## config.mk

```make
export PLATFORM = sky130hd
export DESIGN_NAME = stopwatch_ctrl
export DESIGN_NICKNAME = d
export VERILOG_FILES = /design/src/rtl/stopwatch_ctrl.sv
export SDC_FILE = /design/constraint.sdc
export NUM_CORES = 1
export LEC_CHECK = 0
export ABC_AREA = 1
export ABC_CLOCK_PERIOD_IN_PS = 3800
export CAP_MARGIN = 20
export CORE_UTILIZATION = 54
export DETAILED_ROUTE_END_ITERATION = 7
export DONT_BUFFER_PORTS = 1
export PLACE_DENSITY = 0.81
export SYNTH_ARGS = -nofsm -noshare
export SYNTH_HDL_FRONTEND = slang
export SYNTH_SLANG_ARGS = --single-unit
```

## constraint.sdc

```tcl
create_clock -name clk_i -period 3.8 [get_ports clk_i]
set_input_delay 0.76 -clock clk_i [delete_from_list [all_inputs] [get_ports clk_i]]
set_output_delay 0.76 -clock clk_i [all_outputs]
set_load 0.005 [all_outputs]
```

## src/rtl/stopwatch_ctrl.sv

```systemverilog
// Stopwatch control: conditions three raw buttons (sync, debounce, press detect)
// and sequences run/pause/lap/clear, producing the counter tick, clear and freeze.
module stopwatch_ctrl #(
  parameter int CLK_HZ          = 100_000_000,
  parameter int TICK_HZ         = 100,
  parameter int DEBOUNCE_CYCLES = 1_000_000
) (
  input  logic       clk_i,
  input  logic       rst_i,
  input  logic       btn_start_stop_i,
  input  logic       btn_lap_i,
  input  logic       btn_clear_i,
  output logic       count_tick_o,
  output logic       count_clear_o,
  output logic       display_freeze_o,
  output logic [1:0] state_o
);

  localparam int DIV = CLK_HZ / TICK_HZ;
  localparam int PW  = (DIV > 1) ? $clog2(DIV) : 1;
  localparam int CW  = $clog2(DEBOUNCE_CYCLES + 1);
  localparam logic [PW-1:0] PRESC_LAST = PW'(DIV - 1);
  localparam logic [CW-1:0] DEB_LAST   = CW'(DEBOUNCE_CYCLES - 1);

  typedef enum logic [1:0] {
    IDLE  = 2'b00,
    RUN   = 2'b01,
    LAP   = 2'b10,
    PAUSE = 2'b11
  } state_t;

  logic [2:0] btnRaw;
  logic [2:0] pressEv;

  assign btnRaw = {btn_clear_i, btn_lap_i, btn_start_stop_i};

  // Bit 0 = start/stop, bit 1 = lap, bit 2 = clear.
  for (genvar b = 0; b < 3; b++) begin : g_btn
    logic          sync1_q;
    logic          sync2_q;
    logic          level_q;
    logic          level_d;
    logic          levelPrev_q;
    logic [CW-1:0] dbCnt_q;
    logic [CW-1:0] dbCnt_d;

    // The counter tallies consecutive samples that disagree with the accepted
    // level; any agreeing sample throws the partial count away.
    always_comb begin
      level_d = level_q;
      dbCnt_d = '0;
      if (sync2_q != level_q) begin
        if (dbCnt_q == DEB_LAST) begin
          level_d = sync2_q;
        end else begin
          dbCnt_d = dbCnt_q + CW'(1);
        end
      end
    end

    always_ff @(posedge clk_i or posedge rst_i) begin
      if (rst_i) begin
        sync1_q     <= 1'b0;
        sync2_q     <= 1'b0;
        level_q     <= 1'b0;
        levelPrev_q <= 1'b0;
        dbCnt_q     <= '0;
      end else begin
        sync1_q     <= btnRaw[b];
        sync2_q     <= sync1_q;
        level_q     <= level_d;
        levelPrev_q <= level_q;
        dbCnt_q     <= dbCnt_d;
      end
    end

    assign pressEv[b] = level_q & ~levelPrev_q;
  end

  logic          ssEv;
  logic          lapEv;
  logic          clrEv;
  logic          clrAct;
  state_t        state_q;
  state_t        state_d;
  logic [PW-1:0] presc_q;
  logic          tick_q;
  logic          clear_q;
  logic          freeze_q;

  assign ssEv   = pressEv[0];
  assign lapEv  = pressEv[1];
  assign clrEv  = pressEv[2];
  assign clrAct = clrEv && (state_q == IDLE || state_q == PAUSE);

  // Only the highest-priority event that is legal in the current state acts.
  always_comb begin
    state_d = state_q;
    case (state_q)
      IDLE:    if (!clrEv && ssEv) state_d = RUN;
      RUN:     if (ssEv) state_d = PAUSE;
               else if (lapEv) state_d = LAP;
      LAP:     if (ssEv) state_d = PAUSE;
               else if (lapEv) state_d = RUN;
      PAUSE:   if (clrEv) state_d = IDLE;
               else if (ssEv) state_d = RUN;
      default: state_d = IDLE;
    endcase
  end

  // The prescaler advances on the current state, so a wrap on the pausing edge
  // still ticks, and PAUSE keeps the partial period for the resume.
  always_ff @(posedge clk_i or posedge rst_i) begin
    if (rst_i) begin
      state_q  <= IDLE;
      presc_q  <= '0;
      tick_q   <= 1'b0;
      clear_q  <= 1'b0;
      freeze_q <= 1'b0;
    end else begin
      state_q  <= state_d;
      freeze_q <= (state_d == LAP);
      clear_q  <= clrAct;
      tick_q   <= 1'b0;
      if (clrAct || state_q == IDLE) begin
        presc_q <= '0;
      end else if (state_q == RUN || state_q == LAP) begin
        if (presc_q == PRESC_LAST) begin
          presc_q <= '0;
          tick_q  <= 1'b1;
        end else begin
          presc_q <= presc_q + PW'(1);
        end
      end
    end
  end

  assign count_tick_o     = tick_q;
  assign count_clear_o    = clear_q;
  assign display_freeze_o = freeze_q;
  assign state_o          = state_q;

endmodule

```

; Yosys cells after proc, flatten, opt, wreduce, memory -nomap -nowiden
; Index checks and enable logic that the tools add are counted.
[totals]
reg_bits = 97
in_bits = 5
out_inout_bits = 5
elab_cells = 72
[op_classes]
n_addsub = 4
eq_ne = 11
n_mux = 20
bitwise_logic = 6
n_reduce_logical = 11
[op_table]
columns = op, count
row1 = $mux W20, 9
row2 = $add A20 B1 Y20 const B, 4
row3 = $eq A20 B20 Y1 const B, 4
row4 = $mux W2, 7
row5 = $pmux W2 S4, 1
row6 = $eq A2 B2 Y1 const B, 3
row7 = $reduce_and A2 Y1, 3
row8 = $and A1 B1 Y1, 3
row9 = $logic_or A1 B1 Y1, 3
row10 = $mux W1, 3
row11 = $ne A1 B1 Y1, 3
row12 = $not A1 Y1, 3
row13 = $eq A2 B1 Y1 const B, 1
row14 = $logic_and A1 B1 Y1, 2
row15 = $logic_not A2 Y1, 1
row16 = $reduce_bool A2 Y1, 1
row17 = $logic_not A1 Y1, 1

; Logic depth before layout (Yosys ltp)
[logic_depth]
word_depth = 7
ltp_mapped = 10

; Worst setup path before layout
; OpenSTA, ideal clock, no wires.
[synth_timing]
path_type = register to register
start = reg state_q[0], in the netlist state_o[0]
end = reg presc_q[11]
setup_time_ns = 0.119
arrival_ns = 1.464
path_slack_ns = 2.218
stages_incl_launch_ff = 9
n_path_buf = 1
synth_period_minus_slack_ns = 1.582
path_cell_list = dfrtp_1 > inv_1 > ha_1 > inv_1 > nand3_4 > buf_4 > nand2_1 > xor2_1 > nor2_2
[synth_between]
elab_chain_len = 5
word_cells_on_any_way = 10
[synth_lines]
columns = item, line
row1 = "start, declared", 84  ; state_t state_q;
row2 = "start signal, assigned", 121  ; state_q <= state_d;
row3 = $eq A2 B2 Y1 / $logic_not A2 Y1 (equally long branches), "94, 125"
row4 = $logic_or A1 B1 Y1, 94  ; assign clrAct = clrEv && (state_q == IDLE || state_q == PAUSE);
row5 = $logic_and A1 B1 Y1, 94
row6 = $logic_or A1 B1 Y1, 125  ; if (clrAct || state_q == IDLE) begin
row7 = $mux W20 / $reduce_bool A2 Y1 (equally long branches), -
row8 = "end signal, assigned", 132  ; presc_q <= presc_q + PW'(1);
row9 = "end, declared", 86  ; logic [PW-1:0] presc_q;
; Several ways; a longest one is shown, not always the timed one.
; A chain may end at the register's enable or synchronous reset.

; Worst setup path in the final report
[layout_timing]
start = reg state_q[1], in the netlist state_o[1]
end = reg presc_q[17]
; Same word-level chain as after synthesis.

==> impl_metrics.py <==
metrics = {
    "grt": {
        "first_global_vias": 4046,
        "grt-ovfl-total": 0,
        "grt_max_degree": 59,
        "grt_usage": 0.2229,
        "grt_pass1_wl_um": 17800,
        "grt_antenna_before_repair": 0,
    },
    "clocking": {
        "clock_latency_ps": 370,
        "cts_buffers": 9,
        "ctsHoldBuffers": 0,
        "clockRootBuffer": "clkbuf_8",
        "cts_max_level": 3,
        "cts_setup_buffers": 0,
        "cts_tree": "done",
        "path_clk_slew_ps": 100,
        "cts_resized": 0,
        "clockBufferDepth": 2,
        "cts.sinks": 97,
    },
    "floorplanning": {
        "fp.dieW_um": 100.5,
        "die_area_um2": 10090,
        "initial_core_util": 0.5612,
        "core_region_area_um2": 9328,
        "rows": 35,
        "io_pins": 10,
        "die_height_um": 100.5,
    },
    "sta": {
        "worst_pin_slew_ps": 678.0,
        "finalSetupViolCount": 0,
        "timing.fmax_ghz": 0.5424,
        "finClkSkew_ps": 9.713,
        "relSlewSlack": 0.5480,
        "hold_slack_ps": 355.1,
        "min_period_ps": 1844,
        "setup-tns-final_ps": 0,
        "hold_violations": 0,
        "finalMaxSlewViolations": 0,
        "finalCritPeriodShare": 0.4852,
        "rsz0062_at_grt": "false",
    },
    "synth": {
        "synthXorXnorAreaFrac": 0.06525,
        "synth_top_family_by_area": "simple AND/OR/NAND/NOR gates",
        "synthesis.area_per_instance_um2": 7.896,
        "synth-warning-count": 0,
        "synth-adder-area-share": 0.01912,
        "ys_types": 31,
        "syn_inst": 663,
        "yosysSeqAreaShare": 0.4637,
        "syn-cell-area_um2": 5235,
        "synthSimpleGateAreaFrac": 0.3614,
        "synth-seq-cells": 97,
        "synth-compound-area-share": 0.02653,
        "muxShareOfSynthArea": 0,
        "syn_nets": 676,
    },
    "layout": {
        "nets": 688,
        "antenna_cells": 0,
        "fill_cells": 792,
        "final_common_cell": "nor2_1",
        "final_cell_mix": "nor2_1 (153), nand2_1 (122), dfrtp_1 (97)",
        "syn2layout_area_growth_pct": 7.600,
        "multi_input_area_um2": 2472,
        "finalInstanceArea_um2": 5633,
        "drive_above_1_share": 0.1088,
        "seq_area_um2": 2427,
    },
    "pwr": {
        "peakVddDrop_mv": 0.2025,
        "p_sw_w": 0.0004288,
        "comb_power_share": 0.028,
        "clkPwrFrac": 0.408,
        "seqPwrFrac": 0.564,
        "power.leakage_nw": 2.425,
        "p_sw_frac": 0.2304,
        "power.density_nw_per_um2": 330.3,
        "p_int_w": 0.001432,
    },
    "worst_setup_path": {
        "worstPathArrival_ps": 2160,
        "r2r-start": "state_o[1]$_DFF_PP0_",
        "crit_start": "state_o[1]$_DFF_PP0_",
        "critical_path_class": "flip-flop to flip-flop",
        "worstPathCellList": "inv_1 -> ha_1 -> inv_1 -> nand3_4 -> inv_1 -> nor2_2 -> nand3_1 -> nand2_1 -> inv_1 -> nor2_1",
        "critPathCaptureType": "flip-flop",
        "critPathMaxStageDelay_ps": 470,
        "cp.required_ps": 4110,
        "cp-start-kind": "flip-flop",
        "cp_slowest_cell": "dfrtp_1",
        "critPathMostFrequentCell": "inv_1",
        "cp_max_fo": 16,
    },
    "route": {
        "num_vias": 4148,
        "ant_nets": 0,
        "vias_per_cell": 5.127,
        "routedWlPerCell_um": 12.22,
        "route.detailed.drc": 0,
        "wl_um": 9883,
        "drt_iter0_drc": 220,
        "dr.pass1.iters": 5,
    },
    "job": {
        "maxCapViolCount": 0,
    },
    "place": {
        "place.gp.congestion": 0.9086,
        "placed_cell_area_um2": 5406,
        "dp_hpwl_um": 7293,
        "portBuffers": 0,
    },
    "outcome": {
        "status": "complete, no violations",
    },
    "hold_path": {
        "worstHoldStart": "g_btn[0].sync1_q$_DFF_PP0_",
        "min_path_type": "flip-flop to flip-flop",
    },
}
critical path: cells and delay by family, from the launching register on:
family / cells / cell delay [ps]
and+or+nand+nor: 5 / 650
adders and majority gates: 1 / 320
DFF: 1 / 470
buffers and inverters: 4 / 370
registers in the layout, summed over array words and instances (netlist names):
name	cells
g_btn.sync2_q	3
count_clear_o	1
count_tick_o	1
presc_q	20
g_btn.sync1_q	3
g_btn.dbCnt_q	60
g_btn.level_q	3
display_freeze_o	1
state_o	2
g_btn.levelPrev_q	3
final timing paths:
kind	cells past startpoint	slack, ps	endpoint
max in group asynchronous	2	2690	count_tick_o$_DFF_PP0_
min in group asynchronous	1	370	g_btn[2].dbCnt_q[2]$_DFF_PP0_
setup reg to reg	10	1960	presc_q[17]$_DFFE_PP0P_
setup / recovery	10	1960	presc_q[17]$_DFFE_PP0P_
hold reg to reg	0	360	g_btn[0].sync2_q$_DFF_PP0_
hold / removal	0	360	g_btn[0].sync2_q$_DFF_PP0_
per-stage QoR:
| step | total power, W | utilization | cells | worst slack (ps) |
|---|---|---|---|---|
| 2_1_floorplan | 0.001109 | - | 663 | 506.3 |
| 3_3_place_gp | 0.001122 | 0.5796 | 793 | 2106 |
| 3_5_place_dp | 0.001124 | 0.5796 | 793 | 2012 |
| 4_1_cts | 0.001882 | 0.6039 | 809 | 1967 |
| 5_1_grt | 0.001935 | 0.6039 | 809 | 1745 |
| 6_report | 0.001861 | 0.6039 | 809 | 1956 |
cell type report:
cell class / instances / area share
multi-input cells: 479 / 0.4389
repair buffers: 2 / 0.002665
clock buffers: 9 / 0.02199
clock inverters: 7 / 0.01821
flip-flops and latches: 97 / 0.4309
well taps: 129 / 0.02865
inverters: 86 / 0.05864
metal layers:
| metal | up-vias | GRT usage | wire length, um | part of all wire |
|---|---|---|---|---|
| met5 | - | 0 | 0 | 0 |
| met4 | 0 | 0.09030 | 182 | 0.018 |
| met3 | 18 | 0.04646 | 385 | 0.039 |
| met2 | 111 | 0.3641 | 4646 | 0.47 |
| met1 | 1922 | 0.2907 | 4668 | 0.47 |
| li1 | 2097 | - | - | - |
synthesized netlist by cell type, drive strengths merged:
| library cell | instances | area share |
|---|---|---|
| nor2 | 172 | 0.14 |
| nand2 | 139 | 0.11 |
| dfrtp | 97 | 0.46 |
| inv | 85 | 0.061 |
| nand3 | 45 | 0.053 |
| xor2 | 29 | 0.049 |
| nor3 | 28 | 0.030 |
| nand4 | 14 | 0.017 |
| a21oi | 12 | 0.011 |
| xnor2 | 10 | 0.017 |
| o21ai | 9 | 0.0086 |
| ha | 8 | 0.019 |
| nand3b | 3 | 0.0050 |
| nor3b | 3 | 0.0043 |
| a31oi | 2 | 0.0024 |
| a211oi | 1 | 0.0014 |
| and2 | 1 | 0.0012 |
| buf | 1 | 0.0014 |
| clkinv | 1 | 0.0017 |
| nor4 | 1 | 0.0012 |
| o21bai | 1 | 0.0014 |
| o22ai | 1 | 0.0012 |
power by group through the flow:
| stage | Combinational [W] | Sequential, W | Clock [W] |
|---|---|---|---|
| final | 0.0000517 | 0.00105 | 0.000759 |
| after global routing | 0.0000624 | 0.00105 | 0.000820 |
| after CTS | 0.0000539 | 0.00105 | 0.000778 |
| after detailed placement | 0.0000540 | 0.00107 | 0 |
| after global placement | 0.0000522 | 0.00107 | 0 |
| after floorplan | 0.0000403 | 0.00107 | 0 |
cell families after synthesis:
group	count (synthesis)
buf+inv	87
fa+ha+maj	8
xor+xnor	39
compound gates	26
simple gates	406
flops	97
Power figures use the tool's default switching activity.
